File: src/rtl/sprite_pkg.sv
// sprite_pkg: shared state encoding, register addresses and reset colors for sprite_ctrl.
package sprite_pkg;
   typedef enum logic [1:0] {ST_IDLE, ST_UPDATE_X, ST_UPDATE_Y, ST_COMMIT} state_t;
   localparam logic [2:0] ADDR_POS_X = 3'd0;
   localparam logic [2:0] ADDR_POS_Y = 3'd1;
   localparam logic [2:0] ADDR_VEL   = 3'd2;
   localparam logic [2:0] ADDR_OBJ   = 3'd3;
   localparam logic [2:0] ADDR_BKG   = 3'd4;
   localparam logic [2:0] ADDR_CTRL  = 3'd5;
   localparam logic [23:0] OBJ_COLOR_RST = 24'hFFFFFF;
   localparam logic [23:0] BKG_COLOR_RST = 24'h000000;
   function automatic logic [31:0] clamp_pos(input logic [31:0] p, input logic [31:0] max);
      return (p > max) ? max : p;
   endfunction
endpackage

File: src/rtl/sprite_axis_step.sv
// sprite_axis_step: one-axis motion step, bouncing off 0 and MAX by reversing velocity.
module sprite_axis_step (
   input  logic        [31:0] i_p,
   input  logic signed [7:0]  i_d,
   input  logic        [31:0] i_max,
   output logic        [31:0] o_p,
   output logic signed [7:0]  o_d
);
   logic signed [32:0] w_n;
   logic signed [7:0]  w_neg_d;
   logic               w_under;
   logic               w_over;
   assign w_n     = $signed({1'b0, i_p}) + 33'(i_d);
   // -128 has no positive counterpart in 8 bits, so it bounces back as +127
   assign w_neg_d = (i_d == 8'sh80) ? 8'sh7F : -i_d;
   assign w_under = w_n[32];
   assign w_over  = !w_under && (w_n[31:0] > i_max);
   assign o_p     = w_under ? '0 : w_over ? i_max : w_n[31:0];
   assign o_d     = (w_under || w_over) ? w_neg_d : i_d;
endmodule

File: src/rtl/sprite_ctrl.sv
// sprite_ctrl: host-programmable bouncing sprite; shadow registers are applied once per frame
// so the visible position and colors never change mid-frame.
module sprite_ctrl
   import sprite_pkg::*;
#(
   parameter int PIXELS_X = 800,
   parameter int PIXELS_Y = 600,
   parameter int SPRITE_W = 46,
   parameter int SPRITE_H = 46,
   parameter int INIT_X   = 400,
   parameter int INIT_Y   = 400
) (
   input  logic        clk,
   input  logic        rst_n,
   input  logic [31:0] row,
   input  logic [31:0] col,
   input  logic        cmd_valid,
   output logic        cmd_ready,
   input  logic [2:0]  cmd_addr,
   input  logic [31:0] cmd_data,
   output logic [31:0] sprite_x,
   output logic [31:0] sprite_y,
   output logic [23:0] obj_color,
   output logic [23:0] bkg_color,
   output logic        frame_tick
);
   localparam logic [31:0] X_MAX = 32'(PIXELS_X - SPRITE_W);
   localparam logic [31:0] Y_MAX = 32'(PIXELS_Y - SPRITE_H);
   state_t             r_state, w_next;
   logic               w_frame_start;
   logic               w_wr;
   logic        [31:0] r_pos_x, r_pos_y;
   logic               r_pend_x, r_pend_y;
   logic signed [7:0]  r_dx, r_dy;
   logic        [23:0] r_obj_sh, r_bkg_sh;
   logic               r_en;
   logic        [31:0] r_wx, r_wy;
   logic        [31:0] r_sprite_x, r_sprite_y;
   logic        [23:0] r_obj, r_bkg;
   logic        [31:0] w_px, w_py;
   logic signed [7:0]  w_dx, w_dy;

   sprite_axis_step u_step_x (.i_p(r_sprite_x), .i_d(r_dx), .i_max(X_MAX), .o_p(w_px), .o_d(w_dx));
   sprite_axis_step u_step_y (.i_p(r_sprite_y), .i_d(r_dy), .i_max(Y_MAX), .o_p(w_py), .o_d(w_dy));

   always_ff @(posedge clk or negedge rst_n)
      if (!rst_n) r_state <= ST_IDLE;
      else r_state <= w_next;

   always_comb begin
      w_next        = r_state;
      cmd_ready     = 1'b0;
      frame_tick    = 1'b0;
      w_frame_start = 1'b0;
      unique case (r_state)
         ST_IDLE: begin
            cmd_ready     = 1'b1;
            w_frame_start = (row == 32'(PIXELS_Y)) && (col == '0);
            w_next        = w_frame_start ? ST_UPDATE_X : ST_IDLE;
         end
         ST_UPDATE_X: begin
            frame_tick = 1'b1;
            w_next     = ST_UPDATE_Y;
         end
         ST_UPDATE_Y: w_next = ST_COMMIT;
         ST_COMMIT:   w_next = ST_IDLE;
      endcase
   end

   assign w_wr = cmd_valid && cmd_ready;

   always_ff @(posedge clk or negedge rst_n)
      if (!rst_n) begin
         r_pos_x    <= '0;
         r_pos_y    <= '0;
         r_pend_x   <= 1'b0;
         r_pend_y   <= 1'b0;
         r_dx       <= '0;
         r_dy       <= '0;
         r_obj_sh   <= OBJ_COLOR_RST;
         r_bkg_sh   <= BKG_COLOR_RST;
         r_en       <= 1'b0;
         r_wx       <= 32'(INIT_X);
         r_wy       <= 32'(INIT_Y);
         r_sprite_x <= 32'(INIT_X);
         r_sprite_y <= 32'(INIT_Y);
         r_obj      <= OBJ_COLOR_RST;
         r_bkg      <= BKG_COLOR_RST;
      end else begin
         if (w_wr)
            case (cmd_addr)
               ADDR_POS_X: begin
                  r_pos_x  <= cmd_data;
                  r_pend_x <= 1'b1;
               end
               ADDR_POS_Y: begin
                  r_pos_y  <= cmd_data;
                  r_pend_y <= 1'b1;
               end
               ADDR_VEL: begin
                  r_dx <= cmd_data[7:0];
                  r_dy <= cmd_data[15:8];
               end
               ADDR_OBJ:  r_obj_sh <= cmd_data[23:0];
               ADDR_BKG:  r_bkg_sh <= cmd_data[23:0];
               ADDR_CTRL: r_en     <= cmd_data[0];
               default: ;
            endcase
         // a host-written position overrides motion for that axis this frame
         if (r_state == ST_UPDATE_X) begin
            r_wx <= r_pend_x ? clamp_pos(r_pos_x, X_MAX) : r_en ? w_px : r_sprite_x;
            if (!r_pend_x && r_en) r_dx <= w_dx;
         end
         if (r_state == ST_UPDATE_Y) begin
            r_wy <= r_pend_y ? clamp_pos(r_pos_y, Y_MAX) : r_en ? w_py : r_sprite_y;
            if (!r_pend_y && r_en) r_dy <= w_dy;
         end
         if (r_state == ST_COMMIT) begin
            r_sprite_x <= r_wx;
            r_sprite_y <= r_wy;
            r_obj      <= r_obj_sh;
            r_bkg      <= r_bkg_sh;
            r_pend_x   <= 1'b0;
            r_pend_y   <= 1'b0;
         end
      end

   assign sprite_x  = r_sprite_x;
   assign sprite_y  = r_sprite_y;
   assign obj_color = r_obj;
   assign bkg_color = r_bkg;
endmodule

File: config.mk
export PLATFORM = sky130hd
export DESIGN_NAME = sprite_ctrl
export DESIGN_NICKNAME = d
export VERILOG_FILES = /design/src/rtl/sprite_pkg.sv /design/src/rtl/sprite_axis_step.sv /design/src/rtl/sprite_ctrl.sv
export SDC_FILE = /design/constraint.sdc
export NUM_CORES = 1
export LEC_CHECK = 0
export CORE_UTILIZATION = 35
export CTS_CLUSTER_SIZE = 20
export DETAILED_ROUTE_END_ITERATION = 16
export DONT_BUFFER_PORTS = 1
export HOLD_SLACK_MARGIN = 0.1
export PLACE_DENSITY_LB_ADDON = 0.12
export SLEW_MARGIN = 20
export SYNTH_ARGS = -nofsm -noshare
export SYNTH_HDL_FRONTEND = slang
export SYNTH_SLANG_ARGS = --single-unit
export TNS_END_PERCENT = 50
File: constraint.sdc
create_clock -name clk -period 4.8 [get_ports clk]
set_clock_uncertainty 0.15 [all_clocks]
set_input_delay 0.48 -clock clk [delete_from_list [all_inputs] [get_ports clk]]
set_output_delay 0.48 -clock clk [all_outputs]
set_load 0.1 [all_outputs]
## Word level (Yosys, flattened, before mapping)

Cells that the tools add are included.

| word-level totals | value |
|---|---|
| bits in registers | 309 |
| bits of input ports | 102 |
| word-level logic and storage cells | 94 |

| operators by class | value |
|---|---|
| add/sub/neg operators | 4 |
| order comparisons | 4 |
| reduce and logical (&&, ||, !) cells | 25 |
| equality and inequality tests | 13 |
| mux-type cells | 32 |

Operators by type and width:

| kind | count |
|---|---|
| $mux W32 | 10 |
| $gt A32 B10 Y1 const B | 4 |
| $mux W8 | 12 |
| $add A33 B8 Y33 | 2 |
| $eq A32 B10 Y1 const B | 1 |
| $logic_not A32 Y1 | 1 |
| $eq A8 B8 Y1 const B | 2 |
| $neg A8 Y8 | 2 |
| $reduce_and A2 Y1 | 7 |
| $mux W1 | 9 |
| $pmux W2 S4 | 1 |
| $eq A3 B2 Y1 const B | 2 |
| $eq A3 B3 Y1 const B | 2 |
| $logic_and A1 B1 Y1 | 6 |
| $ne A3 B2 Y1 const B | 2 |
| $reduce_bool A2 Y1 | 3 |
| $eq A2 B2 Y1 const B | 2 |
| $logic_not A1 Y1 | 4 |
| $eq A3 B1 Y1 const B | 1 |
| $logic_not A3 Y1 | 1 |
| $eq A2 B1 Y1 const B | 1 |
| $logic_not A2 Y1 | 1 |
| $logic_or A1 B1 Y1 | 2 |

## Longest topological paths before layout

Gate-level depths: netlist of run 1.

| depth | value |
|---|---|
| word-level depth | 7 |
| gate-level depth with buffers | 15 |
| depth with buffers taken out | 14 |

## Hierarchy

From an unflattened synthesis of run 1, not the netlist that was laid out.

| unflattened totals | value |
|---|---|
| cells, all modules | 1919 |
| area total of the unflattened synthesis | 19542.5 µm² |

Modules (own cells, without submodules):

| module | seq. area each (µm²) | times used | cells an instance | area each (µm²) |
|---|---|---|---|---|
| sprite_ctrl | 7807.5 | 1 | 894 | 12873.6 |
| sprite_axis_step at u_step_x | 0.0 | 1 | 537 | 3443.3 |
| sprite_axis_step at u_step_y | 0.0 | 1 | 488 | 3225.6 |

## Worst setup path before layout of run 1

Ideal clock, no wire load.

| timing path | value |
|---|---|
| kind | reg-to-reg |
| from | reg r_sprite_x[0], in the netlist sprite_x[0] |
| to | reg r_wx[1] |
| clock period less this slack | 4.424 ns |
| arrival time | 4.148 ns |
| stages on the path, launching flop included | 16 |
| buffers on the path | 1 |
| required time | 4.524 ns |
| slack | 0.376 ns |
| library setup time | 0.126 ns |
| cells stage by stage | dfrtp_1 > ha_1 > inv_1 > fa_1 > nor2b_1 > o2111ai_1 > a21o_1 > o21a_2 > o41ai_1 > xor2_1 > nor4_1 > nand4_1 > nor4_4 > buf_6 > nand3_1 > a221o_1 |

| on the way | value |
|---|---|
| cells in the longest elaborated chain, start to end | 7 |
| elaborated cells on any way between the ends | 8 |
| those cells by class | add/sub (1); order compare (1); mux (4); reduce/logical (2) |

RTL lines:

| element | RTL line | RTL |
|---|---|---|
| start: declaration | sprite_ctrl.sv:38 | `logic [31:0] r_sprite_x, r_sprite_y;` |
| start signal: assignment | sprite_ctrl.sv:85 | `r_sprite_x <= 32'(INIT_X);` |
| start signal: assignment | sprite_ctrl.sv:119 | `r_sprite_x <= r_wx;` |
| $add A33 B8 Y33 (*) | sprite_axis_step.sv:13 | `assign w_n = $signed({1'b0, i_p}) + 33'(i_d);` |
| $gt A32 B10 Y1 or $logic_not A1 Y1 (tied branches) | sprite_axis_step.sv:17 | `assign w_over = !w_under && (w_n[31:0] > i_max);` |
| $logic_and A1 B1 Y1 | sprite_axis_step.sv:17 |  |
| $mux W32 | sprite_axis_step.sv:18 | `assign o_p = w_under ? '0 : w_over ? i_max : w_n[31:0];` |
| $mux W32 (*) | sprite_axis_step.sv:18 |  |
| $mux W32 (*) (2 in series) | sprite_ctrl.sv:111 | `r_wx <= r_pend_x ? clamp_pos(r_pos_x, X_MAX) : r_en ? w_px : r_sprite_x;` |
| end signal: assignment | sprite_ctrl.sv:83 | `r_wx <= 32'(INIT_X);` |
| end signal: assignment | sprite_ctrl.sv:111 |  |
| end: declaration | sprite_ctrl.sv:37 | `logic [31:0] r_wx, r_wy;` |

Mark *: on every way between the ends. The rest lies on a longest branch, timed or not.
A chain may end at the register's enable or synchronous reset.

## Worst setup path after layout of run 1

| timing path | value |
|---|---|
| from | reg r_dy[7] |
| to | reg r_wy[2] |

| on the way | value |
|---|---|
| cells in the longest elaborated chain, start to end | 7 |
| elaborated cells on any way between the ends | 8 |
| those cells by class | add/sub (1); order compare (1); mux (4); reduce/logical (2) |

RTL lines:

| element | RTL line | RTL |
|---|---|---|
| start: declaration | sprite_ctrl.sv:34 | `logic signed [7:0] r_dx, r_dy;` |
| start signal: assignment | sprite_ctrl.sv:102 | `r_dy <= cmd_data[15:8];` |
| start signal: assignment | sprite_ctrl.sv:116 | `if (!r_pend_y && r_en) r_dy <= w_dy;` |
| $add A33 B8 Y33 (*) | sprite_axis_step.sv:13 |  |
| $gt A32 B10 Y1 or $logic_not A1 Y1 (tied branches) | sprite_axis_step.sv:17 |  |
| $logic_and A1 B1 Y1 | sprite_axis_step.sv:17 |  |
| $mux W32 | sprite_axis_step.sv:18 |  |
| $mux W32 (*) | sprite_axis_step.sv:18 |  |
| $mux W32 (*) (2 in series) | sprite_ctrl.sv:115 | `r_wy <= r_pend_y ? clamp_pos(r_pos_y, Y_MAX) : r_en ? w_py : r_sprite_y;` |
| end signal: assignment | sprite_ctrl.sv:84 | `r_wy <= 32'(INIT_Y);` |
| end signal: assignment | sprite_ctrl.sv:115 |  |
| end: declaration | sprite_ctrl.sv:37 |  |

Marked as above.

==> summary.md, run 1 <==
| Metric | Value |
|---|---|
| Status | `finished, violations left` |
| Failing checks | `hold timing` |
| Chip Width | `219 um` |
| CP arrival | `4640 ps` |
| Hold WS | `-509 ps` |
| Worst endpoint required time | `5140 ps` |
| Cell Area, Placed | `17,700 sq um` |
| Global route overflow | `0` |
| Flop pwr share | `44.1%` |
| Grt met2 use | `30.5%` |
| Comb pwr share | `15.0%` |
| Peak Freq | `around 230 MHz` |
| Worst skew pair latency | `560 ps` |
| Drt initial violations | `732` |
| Initial Utilization | `35.5%` |
| Reg2reg setup slack | `500 ps` |
| Most used DFF post-synth | `dfrtp_1` |
| GRT busiest layer | `met2` |
| Routed WL | `46.3 mm` |
| Final period util | `approximately nine tenths` |
| Core Box Area | `46,600 sq um` |
| VDD IR max | `0.000235 V` |
| Seq cells post-synth | `309` |
| Part of the power in the clock network | `40.8%` |
| Final Max Tran Viols | `0` |
| Final instance area | `19,300 sq um` |
| Mapped Cells | `1,494` |
| Sum of negative setup slack | `0 ps` |
| Pwr Total | `6.94 mW` |
| Detailed-router iteration count before antenna repair | `4` |
| Unrepaired setup endpoints after global routing | `false` |
| Slew @ Worst Pin | `between 1000 and 1500 ps` |
| Wire length per cell | `20.8 um` |
| CP Capture Type | `flip-flop` |
| Syn_nets | `1,668` |
| Postcts setup bufs | `0` |
| Setup crit start kind | `flip-flop` |
| Io pins | `216` |
| Synthesized area | `16,500 sq um` |
| Drt drc | `0` |
| H-tree lvl count | `2` |
| Die area | `48,000 sq um` |
| Max FO, Critical Path | `19` |
| Synth cell types | `85` |
| Vias in the first global route | `12,613` |
| Syn. warnings | `0` |
| Remaining antenna violation count after routing | `0` |
| Layout cell share with drive strength beyond 1 | `between 20% and 30%` |
| Syn avg cell area | `approximately 11 sq um` |
| Final setup fails | `0` |
| Layout Nets | `about 1,800` |
| Post-layout min period | `4300 ps` |
| Synth async-reset ratio | `100%` |
| GRT met1 Usage | `26.8%` |
| Net Sw Frac | `27.5%` |
| FF-to-FF Start | `r_dy[7]$_DFFE_PN0P_` |
| CTS tree | `built` |
| Post-synth EDFFs | `0` |
| Crit Path Category | `reg -> reg` |
| Clock transition at path regs | `60 ps` |
| Psw | `approximately 1.9 mW` |
| Cell Rows | `79` |
| Internal power | `5.03 mW` |
| Clk buf depth | `3` |
| Clock sink count | `between 300 and 400` |
| RD Place Congestion | `0.876` |
| Post_cts resized | `0` |
| GR Util All Layers | `19.7%` |
| Power Dens Cells | `360 nW/um^2` |
| Initial antenna violation count | `9` |
| Num CTS Buffers | `38` |
| Vias post-DR | `about 12,000` |
| Register area share after synthesis | `47.3%` |
| Max Cap Violations | `0` |
| Global-route wire length before repair | `74.5 mm` |
| Met3 Use GR | `between 5 and 6%` |
| Root Driver | `clkbuf_16` |
| Input/output buffers | `0` |
| Leak Pwr | `8.53 nW` |
| Slew margin rel. | `31.1%` |
| Final Hold Fails | `309` |
| Hold Buf Count CTS | `35` |
| Die Y | `about 220 um` |
| R2r endpoint | `r_wy[2]$_DFFE_PN0P_` |
| Worst Hold Class | `in -> async` |
| P&R area growth vs syn | `16.8%` |
| Detailed Place HPWL | `about 32 mm` |
| R2R cell count | `15` |
| Pin count of the biggest net entering global routing | `310` |
| Via density per instance | `5.52` |
flip-flops by register name (all words and copies together), names as in the netlist:
register / cells
r_bkg_sh: 24
r_wx: 32
bkg_color: 24
r_en: 1
r_obj_sh: 24
sprite_y: 32
r_pos_x: 32
obj_color: 24
sprite_x: 32
r_wy: 32
r_dx: 8
r_pos_y: 32
r_pend_x: 1
r_pend_y: 1
r_dy: 8
r_state: 2
routing by layer:
metal | part of all wire (%) | routed length, um
met1 | 46 | 21200
met2 | 46 | 21200
met3 | 5.9 | 2720
met4 | 2.5 | 1150
met5 | 0.071 | 33
power by group through the flow:
stage	clock network, mW	registers (mW)	logic, mW
3_5_place_dp	0	3.11	0.993
5_1_grt	3.03	3.10	1.17
6_report	2.83	3.06	1.04
3_3_place_gp	0	3.10	0.985
4_1_cts	2.94	3.06	1.05
2_1_floorplan	0	3.04	0.788
cell families (layout without fill, tap and decap cells):
logic type / count (synthesis) / in the layout / share of synthesized area [%]
xor+xnor: 52 / 52 / 2.80
buf+inv: 108 / 228 / 2.56
compound gates: 379 / 379 / 16.0
mux: 224 / 224 / 15.2
fa+ha+maj: 72 / 72 / 5.55
simple gates: 350 / 350 / 10.6
other cells: 0 / 6 / 0
flops: 309 / 309 / 47.3
cell type report:
cell class | count | area [sq um]
timing repair buffer | 121 | 1010
sequential | 309 | 7810
clock inverter | 13 | 139
clock buffer | 56 | 1090
fill | 4436 | 27300
inverter | 38 | 143
tap | 607 | 759
antenna | 6 | 15.0
multi-input combinational | 1077 | 8320
cell usage in the layout, fill, tap and decap left out, types with 36 or more instances in the layout:
cell type  count
dfrtp_1      249
nor2_1        71
clkbuf_16     38
nand2_1      105
a22o_1        48
nand4_1       36
buf_4         84
mux2_2       219
inv_1         37
dfstp_2       60
o21ai_0       51
ha_1          68
a21oi_1       94
critical path, cell delays in order, from the launching register on:
cell,delay [ps]
dfrtp_1,420
buf_4,300
ha_1,380
a211o_1,330
a21oi_1,250
nor2_1,80
a211oi_1,440
o21ai_0,170
a311oi_1,530
buf_4,210
xnor2_1,130
nor2b_1,170
buf_4,170
inv_1,100
o32a_1,290
o2bb2ai_1,120
through the flow:
step	utilization (%)	cells	setup WS, ps
after floorplan	-	1494	376
after global placement	37.9	2115	483
after detailed placement	37.9	2115	494
after CTS	41.3	2219	468
after global routing	41.4	2225	68.3
final	41.4	2227	499
cells in the mapped netlist, types with 10 or more instances:
master | number | area (sq um)
nand2b_1 | 15 | 93.8
a31oi_1 | 12 | 75.1
xnor2_1 | 29 | 254
xor2_1 | 22 | 193
nand3_1 | 19 | 95.1
mux2_2 | 219 | 2470
a21o_1 | 17 | 128
ha_1 | 70 | 876
inv_1 | 37 | 139
or3_1 | 11 | 68.8
o22ai_1 | 15 | 93.8
o21ai_1 | 13 | 65.1
nand4_1 | 36 | 225
o21ai_0 | 51 | 255
nor3_1 | 19 | 95.1
dfrtp_1 | 249 | 6230
a211oi_1 | 10 | 75.1
nor2_1 | 73 | 274
dfstp_2 | 60 | 1580
nand2_1 | 105 | 394
clkbuf_1 | 57 | 214
nor4_1 | 31 | 194
a22o_1 | 48 | 420
o21a_1 | 11 | 82.6
a21oi_1 | 94 | 470
worst max path at each step:
stage | cells past startpoint | endpoint | slack (ps) | startpoint
2_1_floorplan | 15 | r_wx[1]$_DFFE_PN0P_ | 380 | sprite_x[0]$_DFFE_PN0P_
3_3_place_gp | 14 | r_dy[7]$_DFFE_PN0P_ | 480 | r_dy[7]$_DFFE_PN0P_
3_5_place_dp | 15 | r_wy[2]$_DFFE_PN0P_ | 490 | r_dy[7]$_DFFE_PN0P_
4_1_cts | 15 | r_wy[2]$_DFFE_PN0P_ | 470 | r_dy[7]$_DFFE_PN0P_
5_1_grt | 14 | r_dy[7]$_DFFE_PN0P_ | 70 | r_dy[7]$_DFFE_PN0P_
6_report | 15 | r_wy[2]$_DFFE_PN0P_ | 500 | r_dy[7]$_DFFE_PN0P_
Note: power is estimated with default switching activity, not from simulation.
==> inputs of run 2 (changes only) <==
- ABC_AREA: unset -> 1
- ABC_CLOCK_PERIOD_IN_PS: unset -> 4800
==> run 2 against run 1 <==
Compared with the run above:
- the run still ends with hold timing left
- via count grew 31%
- sequential share of layout area shrank 3.7 points
- synthesized cell count rose by 67%
- global-route usage up 0.98 points
- combinational power up 12%
- first-iteration DRC count is 26% higher
- sequential power hardly changed
- setup slack better by 580 ps
==> summary.md, run 2 <==
| Metric | Value |
|---|---|
| Reg2reg setup slack | `1080 ps (was 500 ps)` |
| Status | `finished, violations left (unchanged)` |
| Pre-CTS setup slack | `1030 ps (was 494 ps)` |
| Hold WS | `-530 ps (was -509 ps)` |
| Worst endpoint required time | `5080 ps (was 5140 ps)` |
| Most common cell after layout, fill and taps aside | `nand2_1 (was dfrtp_1)` |
| CP arrival | `4010 ps (was 4640 ps)` |
| Worst Hold Class | `in -> async (unchanged)` |
| Syn. warnings | `0 (unchanged)` |
| Num CTS Buffers | `38 (unchanged)` |
| Pin count of the biggest net entering global routing | `310 (unchanged)` |
| Critical Path Slowest Stage Cell | `dfrtp_1 (was a311oi_1)` |
| Most used DFF post-synth | `dfrtp_1 (unchanged)` |
| Max FO, Critical Path | `15 (was 19)` |
| CP max stage delay | `810 ps (was 530 ps)` |
| Worst path bufs/invs | `2 (was 4)` |
| Synth cell types | `52 (was 85)` |
| Vias post-DR | `16,079 (was 12,285)` |
| Global-route wire length before repair | `87.9 mm (was 74.5 mm)` |
| R2R cell count | `18 (was 15)` |
| Setup crit start kind | `flip-flop (unchanged)` |
| Input/output buffers | `0 (unchanged)` |
| CTS tree | `built (unchanged)` |
| Fillcell total | `5,411 (was 4,436)` |
| Syn avg cell area | `7.42 sq um (was 11.0 sq um)` |
| Clk buf depth | `3 (unchanged)` |
| Io pins | `216 (unchanged)` |
| Drt drc | `0 (unchanged)` |
| Detailed-router iteration count before antenna repair | `6 (was 4)` |
| Top delay family on crit path | `simple AND/OR/NAND/NOR gates (was compound AO/OA/AOI/OAI gates)` |
| Power Dens Cells | `339 nW/um^2 (was 360 nW/um^2)` |
| Clock sink count | `309 (unchanged)` |
| Remaining antenna violation count after routing | `0 (unchanged)` |
| Worst path most repeated cell | `nand2_1 (was buf_4)` |
| Seq cells post-synth | `309 (unchanged)` |
| Final Max Tran Viols | `0 (unchanged)` |
| Slew @ Worst Pin | `1110 ps (was 1030 ps)` |
| Slew margin rel. | `26.1% (was 31.1%)` |
| Via density per instance | `4.92 (was 5.52)` |
| Mapped Cells | `2,490 (was 1,494)` |
| Detailed Place HPWL | `40.0 mm (was 31.8 mm)` |
| Global route overflow | `0 (unchanged)` |
| Layout cell share with drive strength beyond 1 | `12.3% (was 28.3%)` |
| CP Capture Type | `flip-flop (unchanged)` |
| Post-synth EDFFs | `0 (unchanged)` |
| Core Box Area | `51,700 sq um (was 46,600 sq um)` |
| Root Driver | `clkbuf_16 (unchanged)` |
| Final setup fails | `0 (unchanged)` |
| Most frequent cell after synthesis | `nand2_1 (was dfrtp_1)` |
| Final Hold Fails | `255 (was 309)` |
| Die area | `53,700 sq um (was 48,000 sq um)` |
| Initial antenna violation count | `3 (was 9)` |
| FF-to-FF Start | `r_dx[7]$_DFFE_PN0P_ (was r_dy[7]$_DFFE_PN0P_)` |
| Yosys top cell by area | `dfrtp_1 (unchanged)` |
| Synth top area share | `33.7% (was 37.7%)` |
| Unrepaired setup endpoints after global routing | `false (unchanged)` |
| Final period util | `77.6% (was 89.6%)` |
| Syn_nets | `2,664 (was 1,668)` |
| Worst skew pair latency | `560 ps (about the same)` |
| Post-layout min period | `3720 ps (was 4300 ps)` |
| Routed WL | `55.2 mm (was 46.3 mm)` |
| Chip Width | `232 um (was 219 um)` |
| Sequential Area | `7810 sq um (about the same)` |
| Register area share after synthesis | `42.3% (was 47.3%)` |
| Cell Rows | `83 (was 79)` |
| Layout Nets | `2,733 (was 1,759)` |
| Synthesized area | `18,500 sq um (was 16,500 sq um)` |
| R2r endpoint | `r_dx[3]$_DFFE_PN0P_ (was r_wy[2]$_DFFE_PN0P_)` |
| Commonest cells after routing, fill and taps aside | `842 x nand2_1, 377 x inv_1, 247 x dfrtp_1 (was 249 x dfrtp_1, 219 x mux2_2, 105 x nand2_1)` |
| H-tree lvl count | `2 (unchanged)` |
| Synth async-reset ratio | `100% (unchanged)` |
| Synth top cells by count | `844 x nand2_1, 377 x inv_1, 249 x dfrtp_1 (was 249 x dfrtp_1, 219 x mux2_2, 105 x nand2_1)` |
| RD Place Congestion | `0.931 (was 0.876)` |
| Sum of negative setup slack | `0 ps (unchanged)` |
| Die Y | `232 um (was 219 um)` |
| Max Cap Violations | `0 (unchanged)` |
| VDD IR max | `0.000274 V (was 0.000235 V)` |
| Wire length per cell | `16.9 um (was 20.8 um)` |
| Fin worst setup slack | `1080 ps (was 499 ps)` |
| Synth area leaders | `dfrtp_1 34%, nand2_1 17%, dfstp_2 8.5% (was dfrtp_1 38%, mux2_2 15%, dfstp_2 9.5%)` |
| P&R area growth vs syn | `15.0% (was 16.8%)` |
| Initial Utilization | `35.7% (was 35.5%)` |
| Crit Path Category | `reg -> reg (unchanged)` |
| Peak Freq | `269 MHz (was 232 MHz)` |
| Drt initial violations | `924 (was 732)` |
| Failing checks | `hold timing (unchanged)` |
| GR Util All Layers | `20.7% (was 19.7%)` |
| Clock transition at path regs | `50 ps (was 60 ps)` |
| Worst path cell trace | `buf_4, ha_1, nand2_1, nand2_1, inv_1, nand2_1, a21oi_1, nor2_1, nor2_1, nand2_1, nand2_1, nand2_1, nor2_1, nand2_1, nor2_2, nand3_2, o211ai_1, o21ai_1 (was buf_4, ha_1, a211o_1, a21oi_1, nor2_1, a211oi_1, o21ai_0, a311oi_1, buf_4, xnor2_1, nor2b_1, buf_4, inv_1, o32a_1, o2bb2ai_1)` |
| Multi-input gate area | `8970 sq um (was 8320 sq um)` |
| Post_cts resized | `0 (unchanged)` |
| Vias in the first global route | `15,744 (was 12,613)` |
| Leak Pwr | `10.9 nW (was 8.53 nW)` |
==> run 2: cell count changes in the layout (fill, tap and decap cells not counted), sizes merged, moves of 48 or more <==
cell | before | now
a22o | 48 | 0
nand3 | 20 | 94
nor2 | 74 | 156
mux2 | 219 | 66
nand2 | 105 | 865
inv | 40 | 383
o21ai | 64 | 203
==> run 2: worst max-delay path by stage <==
stage	start	endpoint	slack, ps	depth (start not counted)
floorplan	sprite_x[0]$_DFFE_PN0P_	r_dx[6]$_DFFE_PN0P_	1380	20
global placement	r_dx[7]$_DFFE_PN0P_	r_dx[6]$_DFFE_PN0P_	1120	18
detailed placement	r_dx[7]$_DFFE_PN0P_	r_dx[3]$_DFFE_PN0P_	1030	18
CTS	r_dx[7]$_DFFE_PN0P_	r_dx[3]$_DFFE_PN0P_	1030	18
global route	r_dx[7]$_DFFE_PN0P_	r_dx[4]$_DFFE_PN0P_	660	18
finish	r_dx[7]$_DFFE_PN0P_	r_dx[3]$_DFFE_PN0P_	1080	18
==> run 2: area by class of cell <==
type	count	share of cell area (%)
Antenna cell	1	0.0118
Clock buffer	55	5.21
Multi-Input combinational cell	1725	42.2
Tap cell	680	4.01
Sequential cell	309	36.8
Clock inverter	14	0.931
Inverter	382	6.77
Timing Repair Buffer	103	4.06
==> run 2: where the power goes <==
group | switching, mW | internal, mW | leakage (nW)
combinational | 0.754 | 0.411 | 6.36
sequential | 0.186 | 2.84 | 3.94
clock | 1.18 | 1.83 | 0.644
==> run 2: per-layer routing <==
layer,routed length (um),up-vias,global-route usage (%)
met4,824,4,4.11
met2,24000,336,32.1
met1,26600,7578,29.0
li1,-,8099,-
met3,3660,62,5.28
met5,22,-,0
==> run 2: what timing repair did <==
item                                   CTS  global route
setup buffers                            0             0
endpoints found under the hold margin  386           310
hold buffers                            30             1
==> run 2: through the flow <==
step	cell area (sq um)	util (%)	instances	power (mW)
finish	21200	41.1	3269	7.20
detailed placement	19600	37.9	3168	4.21
floorplan	18500	-	2490	3.86
global route	21200	41.1	3269	7.60
global placement	19600	37.9	3168	4.19
CTS	21200	41.0	3267	7.31
==> run 2: kinds of logic after synthesis <==
group                      count (synthesis)  synth area share, %
and+or+nand+nor                         1202                 27.1
DFF                                      309                 42.3
xor gates and xnor gates                  19                0.901
AOI/OAI and AO/OA                        366                 11.4
muxes                                     66                 4.02
adders and majority gates                 72                 4.96
buffers and inverters                    456                 9.35
